`config.mk`:
```
export PLATFORM = sky130hd
export DESIGN_NAME = nibble_serial_adder_ctrl_flat
export DESIGN_NICKNAME = d
export VERILOG_FILES = /design/src/rtl/nibble_serial_adder_ctrl_if.sv /design/src/rtl/nibble_serial_adder_ctrl.sv /design/src/flat_wrapper.sv
export SDC_FILE = /design/constraint.sdc
export NUM_CORES = 1
export LEC_CHECK = 0
export ABC_AREA = 1
export BUFFER_PORTS_ARGS = -buffer_cell sky130_fd_sc_hd__buf_2
export CORE_ASPECT_RATIO = 1.1
export CORE_MARGIN = 4
export CORE_UTILIZATION = 40
export CTS_CLUSTER_SIZE = 16
export DETAILED_ROUTE_END_ITERATION = 10
export PLACE_DENSITY = 0.65
export REMOVE_ABC_BUFFERS = 1
export SLEW_MARGIN = 20
export SYNTH_ARGS = -nofsm -noshare
export SYNTH_HDL_FRONTEND = slang
export SYNTH_SLANG_ARGS = --single-unit
```
`constraint.sdc`:
```
create_clock -name clk -period 4.2 [get_ports clk]
set_clock_uncertainty 0.1 [all_clocks]
set_input_delay 0.84 -clock clk [delete_from_list [all_inputs] [get_ports clk]]
set_output_delay 0.84 -clock clk [all_outputs]
set_load 0.02 [all_outputs]
```
`src/rtl/nibble_serial_adder_ctrl_if.sv`:
```
// Requester-side bus of the nibble-serial adder: start/done handshake,
// operands, carry-in and the registered result.
interface nibble_serial_adder_ctrl_if #(
    parameter int NIBBLES = 4
);
    localparam int W = 4 * NIBBLES;

    logic         start;
    logic [W-1:0] a;
    logic [W-1:0] b;
    logic         cin;
    logic         busy;
    logic         done;
    logic [W-1:0] s;
    logic         co;

    modport master (
        output start, a, b, cin,
        input  busy, done, s, co
    );

    modport slave (
        input  start, a, b, cin,
        output busy, done, s, co
    );
endinterface

```
`src/rtl/nibble_serial_adder_ctrl.sv`:
```
// Multi-cycle W-bit adder built from one 4-bit slice, least-significant
// nibble first, with the inter-nibble carry held in a register.
module nibble_serial_adder_ctrl #(
    parameter int NIBBLES = 4
) (
    input logic                    clk,
    input logic                    rst,
    nibble_serial_adder_ctrl_if.slave bus
);
    localparam int W     = 4 * NIBBLES;
    localparam int IDX_W = (NIBBLES > 1) ? $clog2(NIBBLES) : 1;

    typedef enum logic [1:0] {
        IDLE = 2'd0,
        RUN  = 2'd1,
        DONE = 2'd2
    } state_t;

    state_t           state;
    state_t           state_next;
    logic [W-1:0]     opa;
    logic [W-1:0]     opb;
    logic [W-1:0]     sum;
    logic             carry;
    logic             co_r;
    logic [IDX_W-1:0] idx;
    logic             accept;
    logic             last;
    logic [4:0]       slice;

    // A new request is taken only when the controller is ready.
    assign accept = ((state == IDLE) || (state == DONE)) && bus.start;
    assign last   = (idx == IDX_W'(NIBBLES - 1));

    // The single shared 4-bit adder slice, fed from the current nibble.
    assign slice = {1'b0, opa[4*idx +: 4]} + {1'b0, opb[4*idx +: 4]} + {4'b0, carry};

    // State register.
    always_ff @(posedge clk) begin
        if (rst) state <= IDLE;
        else     state <= state_next;
    end

    // Next-state logic; a start seen in DONE re-enters RUN with no idle gap.
    always_comb begin
        state_next = state;
        case (state)
            IDLE:    if (bus.start) state_next = RUN;
            RUN:     if (last)      state_next = DONE;
            DONE:    state_next = bus.start ? RUN : IDLE;
            default: state_next = IDLE;
        endcase
    end

    // Status outputs decoded from state only, so busy and done never overlap.
    always_comb begin
        bus.busy = 1'b0;
        bus.done = 1'b0;
        case (state)
            RUN:     bus.busy = 1'b1;
            DONE:    bus.done = 1'b1;
            default: ;
        endcase
    end

    // Operand capture on accept, then one nibble of sum written per RUN cycle.
    always_ff @(posedge clk) begin
        if (rst) begin
            opa   <= '0;
            opb   <= '0;
            carry <= 1'b0;
            idx   <= '0;
            sum   <= '0;
            co_r  <= 1'b0;
        end else if (accept) begin
            opa   <= bus.a;
            opb   <= bus.b;
            carry <= bus.cin;
            idx   <= '0;
            sum   <= '0;
        end else if (state == RUN) begin
            sum[4*idx +: 4] <= slice[3:0];
            carry           <= slice[4];
            if (last) co_r <= slice[4];
            else      idx  <= idx + 1'b1;
        end
    end

    assign bus.s  = sum;
    assign bus.co = co_r;
endmodule

```
`src/flat_wrapper.sv`:
```
// flat-port wrapper written by rule: the top's interface ports become plain ports
module nibble_serial_adder_ctrl_flat 
#(
    parameter int NIBBLES = 4
)
  (clk, rst, bus_start, bus_a, bus_b, bus_cin, bus_busy, bus_done, bus_s, bus_co);
  nibble_serial_adder_ctrl_if #(.NIBBLES(NIBBLES)) bus_i ();
  input logic clk;
  input logic rst;
  input wire logic [$bits(bus_i.start)-1:0] bus_start;
  input wire logic [$bits(bus_i.a)-1:0] bus_a;
  input wire logic [$bits(bus_i.b)-1:0] bus_b;
  input wire logic [$bits(bus_i.cin)-1:0] bus_cin;
  output wire logic [$bits(bus_i.busy)-1:0] bus_busy;
  output wire logic [$bits(bus_i.done)-1:0] bus_done;
  output wire logic [$bits(bus_i.s)-1:0] bus_s;
  output wire logic [$bits(bus_i.co)-1:0] bus_co;
  assign bus_i.start = bus_start;
  assign bus_i.a = bus_a;
  assign bus_i.b = bus_b;
  assign bus_i.cin = bus_cin;
  assign bus_busy = bus_i.busy;
  assign bus_done = bus_i.done;
  assign bus_s = bus_i.s;
  assign bus_co = bus_i.co;
  nibble_serial_adder_ctrl #(.NIBBLES(NIBBLES)) u_core (.clk(clk), .rst(rst), .bus(bus_i));
endmodule
```
; ---- After elaboration in Yosys (flattened, before gate mapping)
; Cells that the tools add are included.
[word_totals]
out_inout_bits = 19
input_bits = 36
word_cells = 39
ff_bits = 54
[classes]
n_eq_ne = 5
n_addsub = 4
bitwise = 2
reduce_logical = 8
shifts = 4
muxes = 9
[ops]
columns = op, count
row1 = negator 4 -> 34 bit, 1
row2 = "variable shift 4 x 34 -> 16 bit, first input constant", 1
row3 = variable part select 4 x 34 -> 16 bit, 1
row4 = variable part select 16 x 5 -> 4 bit, 2
row5 = bitwise mux 16 bit, 1
row6 = case mux 2 bit (3 select lines), 1
row7 = adder 4 x 4 -> 5 bit, 1
row8 = adder 5 x 1 -> 5 bit, 1
row9 = 2-to-1 mux 1 bit, 5
row10 = "== test 2 bit, second input constant", 2
row11 = 2-to-1 mux 2 bit, 2
row12 = AND reduction 2 bit, 2
row13 = AND reduction 3 bit, 1
row14 = "adder 2 x 1 -> 2 bit, second input constant", 1
row15 = "== test 2 x 1 -> 1 bit, second input constant", 1
row16 = logical NOT 2 bit, 1
row17 = "!= test 2 x 1 -> 1 bit, second input constant", 1
row18 = "!= test 2 bit, second input constant", 1
row19 = inverter 1 bit, 2
row20 = nonzero test 2 bit, 1
row21 = OR reduction 2 bit, 1
row22 = logical AND 1 bit, 1
row23 = logical OR 1 bit, 1

; ---- Logic depth before layout (Yosys ltp)
; Gate-level depths: netlist of run 1.
[depth]
ltp_word = 5
ltp_mapped = 11
ltp_nobuf = 10

; ---- Least setup slack after synthesis of run 1
; No wires, ideal clock.
[synth_path]
kind = reg-to-reg
from = register u_core.idx[0]
to = register u_core.sum[14] (netlist: u_core.bus.s[14])
path_buffers = 1
arrival_ns = 2.338
t_required_ns = 4.035
setup_ns = 0.065
synth_period_minus_slack_ns = 2.502
path_stages_with_launch = 12
path_slack_ns = 1.698
path_cell_list = dfxtp_1 inv_1 clkbuf_1 o21ai_0 o22ai_1 fa_1 fa_1 xor2_1 nand2_1 nor2_1 a22oi_1 nor2_1
[synth_between]
elab_chain_len = 5
elab_cells_between_ends = 8
classes_between = 3 x add/sub / 4 x shift / 1 x mux
[synth_rtl]
columns = item, line_no
row1 = from (decl), nibble_serial_adder_ctrl.sv:26  ; logic [IDX_W-1:0] idx;
row2 = from (signal assigned), nibble_serial_adder_ctrl.sv:85  ; else idx <= idx + 1'b1;
row3 = variable part select 16 x 5 -> 4 bit, nibble_serial_adder_ctrl.sv:36  ; assign slice = {1'b0, opa[4*idx +: 4]} + {1'b0, opb[4*idx +: 4]} + {4'b0, carry};
row4 = adder 4 x 4 -> 5 bit, nibble_serial_adder_ctrl.sv:36
row5 = adder 5 x 1 -> 5 bit, nibble_serial_adder_ctrl.sv:36
row6 = variable part select 4 x 34 -> 16 bit, nibble_serial_adder_ctrl.sv:82  ; sum[4*idx +: 4] <= slice[3:0];
row7 = bitwise mux 16 bit (*), nibble_serial_adder_ctrl.sv:82
row8 = "to (signal, indexed assignment)", nibble_serial_adder_ctrl.sv:82
row9 = to (decl), nibble_serial_adder_ctrl.sv:23  ; logic [W-1:0] sum;
; Every way passes the cells marked *; elsewhere a longest branch is shown, timed or not.
; A chain may end at the register's enable or synchronous reset.

; ---- Final worst setup path of run 1
[layout_path]
from = register u_core.idx[1]
to = register u_core.sum[14] (netlist: u_core.bus.s[14])
; Same word-level chain as after synthesis.

==> results of run 1 <==
power breakdown:
group | total, mW | switching, mW | leakage [nW] | internal (mW)
logic | 0.201 | 0.128 | 0.763 | 0.0730
clock network | 0.342 | 0.163 | 0.0524 | 0.179
registers | 0.560 | 0.0177 | 0.443 | 0.543
total | 1.10 | 0.308 | 1.26 | 0.794
final timing paths:
kind / startpoint / end
max: u_core.idx[1] / u_core.bus.s[14]
min: u_core.bus.s[0] / u_core.bus.s[0]
max reg2reg: u_core.idx[1] / u_core.bus.s[14]
min reg2reg: u_core.bus.s[0] / u_core.bus.s[0]
flip-flops by register name, summed over array words and instances (netlist names):
register	count
u_core.opb	16
u_core.idx	2
u_core.state	2
u_core.carry	1
u_core.bus.s	16
u_core.bus.co	1
u_core.opa	16
cell type report:
type	count	area [um2]	share of cell area, %
inverter	15	56.3	1.98
tap	77	96.3	3.38
multi-input combinational	237	1220	43.0
sequential	54	1080	37.9
clock inverter	1	30.0	1.05
clock buffer	7	76.3	2.68
timing repair buffer	56	285	10.0
stage by stage:
step           util [%]  hold WS, ns  worst slack (ns)
2_1_floorplan         -        0.350              1.23
5_1_grt            48.8        0.387             0.927
3_3_place_gp       47.0        0.351              1.43
4_1_cts            48.8        0.367              1.30
6_report           48.8        0.364              1.31
3_5_place_dp       47.0        0.353              1.31
tightest hold or removal path, delay by kind of cell, from the launching register on:
kind	cells	cell delay [ns]
flip-flops	1	0.32
AND/OR/NAND/NOR	1	0.06
AO/OA/AOI/OAI	1	0.05
layer usage:
| layer | track usage, % | wire [um] | vias to the layer above |
|---|---|---|---|
| met5 | 0 | 0 | - |
| met4 | 4.85 | 76 | 0 |
| met1 | 20.0 | 2520 | 972 |
| met3 | 3.20 | 284 | 8 |
| met2 | 25.5 | 2490 | 46 |
| li1 | - | - | 1153 |
cell families after synthesis:
kind of cell	synth area share [%]
flip-flops	44.5
AO/OA/AOI/OAI	18.2
buffers and inverters	5.10
adder cells (fa/ha/maj)	6.28
AND/OR/NAND/NOR	25.5
XOR/XNOR	0.361
placed cells by master, fill, tap and decap left out, types with 3 or more instances in the layout:
| cell | count |
|---|---|
| nor2_1 | 91 |
| inv_1 | 10 |
| a22oi_1 | 4 |
| o22ai_1 | 8 |
| dfxtp_1 | 54 |
| o21ai_0 | 51 |
| nand2_1 | 28 |
| ha_1 | 9 |
| inv_2 | 3 |
| buf_2 | 54 |
| a21oi_1 | 20 |
| clkbuf_8 | 5 |
| nand3_1 | 9 |
| nand2_4 | 4 |
==> impl_metrics.env, run 1 <==
export IMPL_outcome="finished, final reports clean"
export IMPL_yosysWarnings=0
export IMPL_design_area_mm2=0.00285
export IMPL_clkSlewWorstSetupHoldPaths_ns=0.09
export IMPL_htreeDepth=2
export IMPL_ys_flop_type="dfxtp_1"
export IMPL_hpwl_mm=3.90
export IMPL_syn_inst=320
export IMPL_coreArea_mm2=0.00584
export IMPL_first_global_vias=2148
export IMPL_cp_start_kind="flip-flop"
export IMPL_die_w_um=82.3
export IMPL_gp_congestion=0.836
export IMPL_drc_errors=0
export IMPL_grt_usage_pct=15.5
export IMPL_gr_total_overflow=0
export IMPL_cts_setup_buffers=0
export IMPL_synthTopCellsByCount="nor2_1, dfxtp_1, o21ai_0"
export IMPL_synth_area_leaders="dfxtp_1, nor2_1, o21ai_0"
export IMPL_die_y_um=89.7
export IMPL_postCtsHoldBufs=0
export IMPL_nets=416
export IMPL_synth_edf_count=0
export IMPL_cts_buffers=5
export IMPL_syn_area_per_cell_um2=7.59
export IMPL_critPathArrivalTime_ns=3.03
export IMPL_area_growth_pct=17.3
export IMPL_fin_crit_ns=2.89
export IMPL_yosysMostFrequentCell="nor2_1"
export IMPL_drtPass1Iterations=4
export IMPL_critPathTopFamily="adder cells"
export IMPL_synth_top_area_cell="dfxtp_1"
export IMPL_ir_drop_mv=0.210
export IMPL_place_area_mm2=0.00274
export IMPL_synth_ff_latch_count=54
export IMPL_holdPathStages=2
export IMPL_avgRoutedWirePerCell_um=12.0
export IMPL_clock_latency_ns=0.30
export IMPL_setup_viol=0
export IMPL_clockBufferDepth=2
export IMPL_path_depth=10
export IMPL_syn_area_mm2=0.00243
export IMPL_drt_iter0_markers=67
export IMPL_max_freq_ghz=0.346
export IMPL_tritoncts="yes"
export IMPL_tightest_slew_ns=0.796
export IMPL_max_slew_margin_rel_pct=46.9
export IMPL_die_area_mm2=0.00739
export IMPL_wl_mm=5.38
export IMPL_ant_nets=0
export IMPL_vias=2179
export IMPL_diodes=0
export IMPL_via_per_inst=4.87
export IMPL_worstRegToRegCells=10
export IMPL_critPathMaxStageDelay_ns=0.55
export IMPL_worstSetupEndpointType="flip-flop"
export IMPL_async_reset_ff_share_pct=0
export IMPL_rsz0062_at_grt="no"
export IMPL_yosys_area_top_type_share_pct=44.5
export IMPL_setup_tns_ns=0
export IMPL_worst_path_buf_inv=1
export IMPL_critPathMaxFanout=12
export IMPL_hold_path_class="flip-flop to flip-flop"
export IMPL_period_share_pct=68.8
export IMPL_cap_violations=0
export IMPL_cts_sinks=54
export IMPL_critPathKind="flip-flop to flip-flop"
export IMPL_grt_pass1_wl_mm=9.37
export IMPL_yosysSeqAreaShare_pct=44.5
export IMPL_fin_cells=447
export IMPL_slowest_stage="dfxtp_1"
export IMPL_final_hold_violation_count=0
export IMPL_p_per_area_mw_per_mm2=387
export IMPL_antenna_found_initial=0
export IMPL_nFillCells=641
export IMPL_start_util_pct=41.6
export IMPL_drv_slew=0
export IMPL_synth_distinct_cells=26
export IMPL_post_cts_resized=0
export IMPL_place_inst=439
export IMPL_io_buffers=54
export IMPL_cp_cell_sequence="clkinv_1, o21ai_0, o22ai_1, fa_1, fa_1, xor2_1, nand2_1, nor2_1, a22oi_1, nor2_1"
export IMPL_io_pins=55
export IMPL_power_leakage_nw=1.26
export IMPL_cts_root_buf="clkbuf_8"
export IMPL_power_mw=1.10
export IMPL_num_rows=29
export IMPL_r2r_setup_slack_ns=1.31
export IMPL_crit_required_ns=4.35
export IMPL_drive_above_1_share_pct=20.3
export IMPL_grt_start_max_net_pins=36
(Power assumes the default switching activity.)
==> run 2, diff against run 1 <==
==> constraint.sdc (replaced) <==
create_clock -name clk -period 2.75 [get_ports clk]
set_clock_uncertainty 0.1 [all_clocks]
set_input_delay 0.55 -clock clk [delete_from_list [all_inputs] [get_ports clk]]
set_output_delay 0.55 -clock clk [all_outputs]
set_load 0.02 [all_outputs]
==> impl_metrics.env, run 2 (same netlist as run 1, synthesis figures left out) <==
export IMPL_drtPass1Iterations=4
export IMPL_place_area_mm2=0.00278
export IMPL_power_leakage_nw=1.29
export IMPL_grt_start_max_net_pins=36
export IMPL_rr_startpoint="u_core.idx[0]"
export IMPL_hpwl_mm=4.04
export IMPL_final_hold_violation_count=0
export IMPL_area_growth_pct=19.1
export IMPL_p_per_area_mw_per_mm2=586
export IMPL_r2r_end="u_core.bus.s[6]"
export IMPL_setup_slack_ns=0.229
export IMPL_hold_path_class="input pin to flip-flop"
export IMPL_cp_start_kind="flip-flop"
export IMPL_io_pins=55
export IMPL_clkSlewWorstSetupHoldPaths_ns=0.09
export IMPL_avgRoutedWirePerCell_um=11.8
export IMPL_utilization_pct=49.5
export IMPL_drc_errors=0
export IMPL_vias=2184
export IMPL_nFillCells=611
export IMPL_rsz0062_at_grt="no"
export IMPL_drv_slew=0
export IMPL_slowest_stage="fa_1"
export IMPL_critPathArrivalTime_ns=2.67
export IMPL_drt_iter0_markers=81
export IMPL_critPathKind="flip-flop to flip-flop"
export IMPL_gr_total_overflow=0
export IMPL_cts_root_buf="clkbuf_8"
export IMPL_outcome="finished, final reports clean"
export IMPL_die_y_um=89.7
export IMPL_pre_cts_ws_ns=0.198
export IMPL_crit_required_ns=2.89
export IMPL_ir_drop_mv=0.283
export IMPL_nets=421
export IMPL_io_buffers=54
export IMPL_grt_usage_pct=15.4
export IMPL_coreArea_mm2=0.00584
export IMPL_cts_buffers=5
export IMPL_cts_setup_buffers=0
export IMPL_seqCellArea_mm2=0.00108
export IMPL_worstSetupEndpointType="flip-flop"
export IMPL_tightest_slew_ns=0.745
export IMPL_critPathMaxStageDelay_ns=0.47
export IMPL_gp_congestion=0.832
export IMPL_max_slew_margin_rel_pct=50.3
export IMPL_design_area_mm2=0.00289
export IMPL_r2r_setup_slack_ns=0.23
export IMPL_cts_sinks=54
export IMPL_holdCritStartpoint="rst"
export IMPL_layout_commonest_cell="nor2_1"
export IMPL_start_util_pct=41.6
export IMPL_fin_crit_ns=2.52
export IMPL_grt_pass1_wl_mm=9.23
export IMPL_holdPathStages=2
export IMPL_antenna_found_initial=0
export IMPL_via_per_inst=4.84
export IMPL_ant_nets=0
export IMPL_clockBufferDepth=2
export IMPL_htreeDepth=2
export IMPL_cp_cell_sequence="buf_4, o21ai_0, o22ai_1, fa_1, fa_1, xor2_1, nand2_1, nor2_1, a22oi_1, nor2_1"
export IMPL_cap_violations=0
export IMPL_clock_latency_ns=0.30
export IMPL_first_global_vias=2133
export IMPL_tritoncts="yes"
export IMPL_die_w_um=82.3
export IMPL_power_mw=1.69
export IMPL_critPathMaxFanout=8
export IMPL_drive_above_1_share_pct=21.7
export IMPL_period_share_pct=91.7
export IMPL_wl_mm=5.32
export IMPL_timing_hold_ws_ns=0.355
export IMPL_num_rows=29
export IMPL_post_cts_resized=0
export IMPL_worstRegToRegCells=10
export IMPL_postCtsHoldBufs=0
export IMPL_worstHoldEndpoint="u_core.state[0]"
export IMPL_mostFrequentLayoutCells="nor2_1, buf_2, dfxtp_1"
export IMPL_multi_input_area_mm2=0.00122
export IMPL_setup_viol=0
export IMPL_diodes=0
export IMPL_die_area_mm2=0.00739
export IMPL_max_freq_ghz=0.397
==> run 2: metal layers <==
metal  global-route usage [%]  wire [um]  up-vias
li1                         -          -     1165
met3                     3.40        244        8
met5                        0          0        -
met4                     4.71         78        0
met1                     18.9       2440      957
met2                     26.2       2560       54
==> run 2: power breakdown <==
part / total (mW) / switching, mW / internal (mW) / leakage, nW
sequential: 0.855 / 0.0263 / 0.829 / 0.443
combinational: 0.312 / 0.195 / 0.117 / 0.788
clock: 0.528 / 0.236 / 0.291 / 0.0573
==> run 2: worst max-delay path, delay by kind of cell, from the launching register on <==
family | cells | cell delay [ns]
buffers and inverters | 1 | 0.17
AO/OA/AOI/OAI | 3 | 0.37
AND/OR/NAND/NOR | 3 | 0.33
adder cells (fa/ha/maj) | 2 | 0.89
XOR/XNOR | 1 | 0.27
flip-flops | 1 | 0.33
==> run 2: final cells by class <==
type	count	share of cell area [%]
clock buffers	6	2.85
clock inverters	1	1.04
inverters	15	1.95
multi-input cells	237	42.3
flip-flops and latches	54	37.4
well taps	77	3.33
repair buffers	61	11.2
==> run 2: worst max-delay path by stage <==
stage	depth (start not counted)	startpoint	slack (ns)	end
after global placement	10	u_core.idx[0]	0.37	u_core.bus.s[6]
after floorplan	10	u_core.idx[0]	-0.22	u_core.bus.s[14]
after global routing	10	u_core.idx[0]	0.03	u_core.bus.s[14]
final	10	u_core.idx[0]	0.23	u_core.bus.s[6]
after detailed placement	10	u_core.idx[0]	0.20	u_core.bus.s[6]
after CTS	10	u_core.idx[0]	0.17	u_core.bus.s[6]
==> run 2: metrics by stage <==
stage / setup TNS [ns] / cells
floorplan: -0.901 / 306
global placement: 0 / 444
detailed placement: 0 / 444
CTS: 0 / 451
global route: 0 / 451
finish: 0 / 451
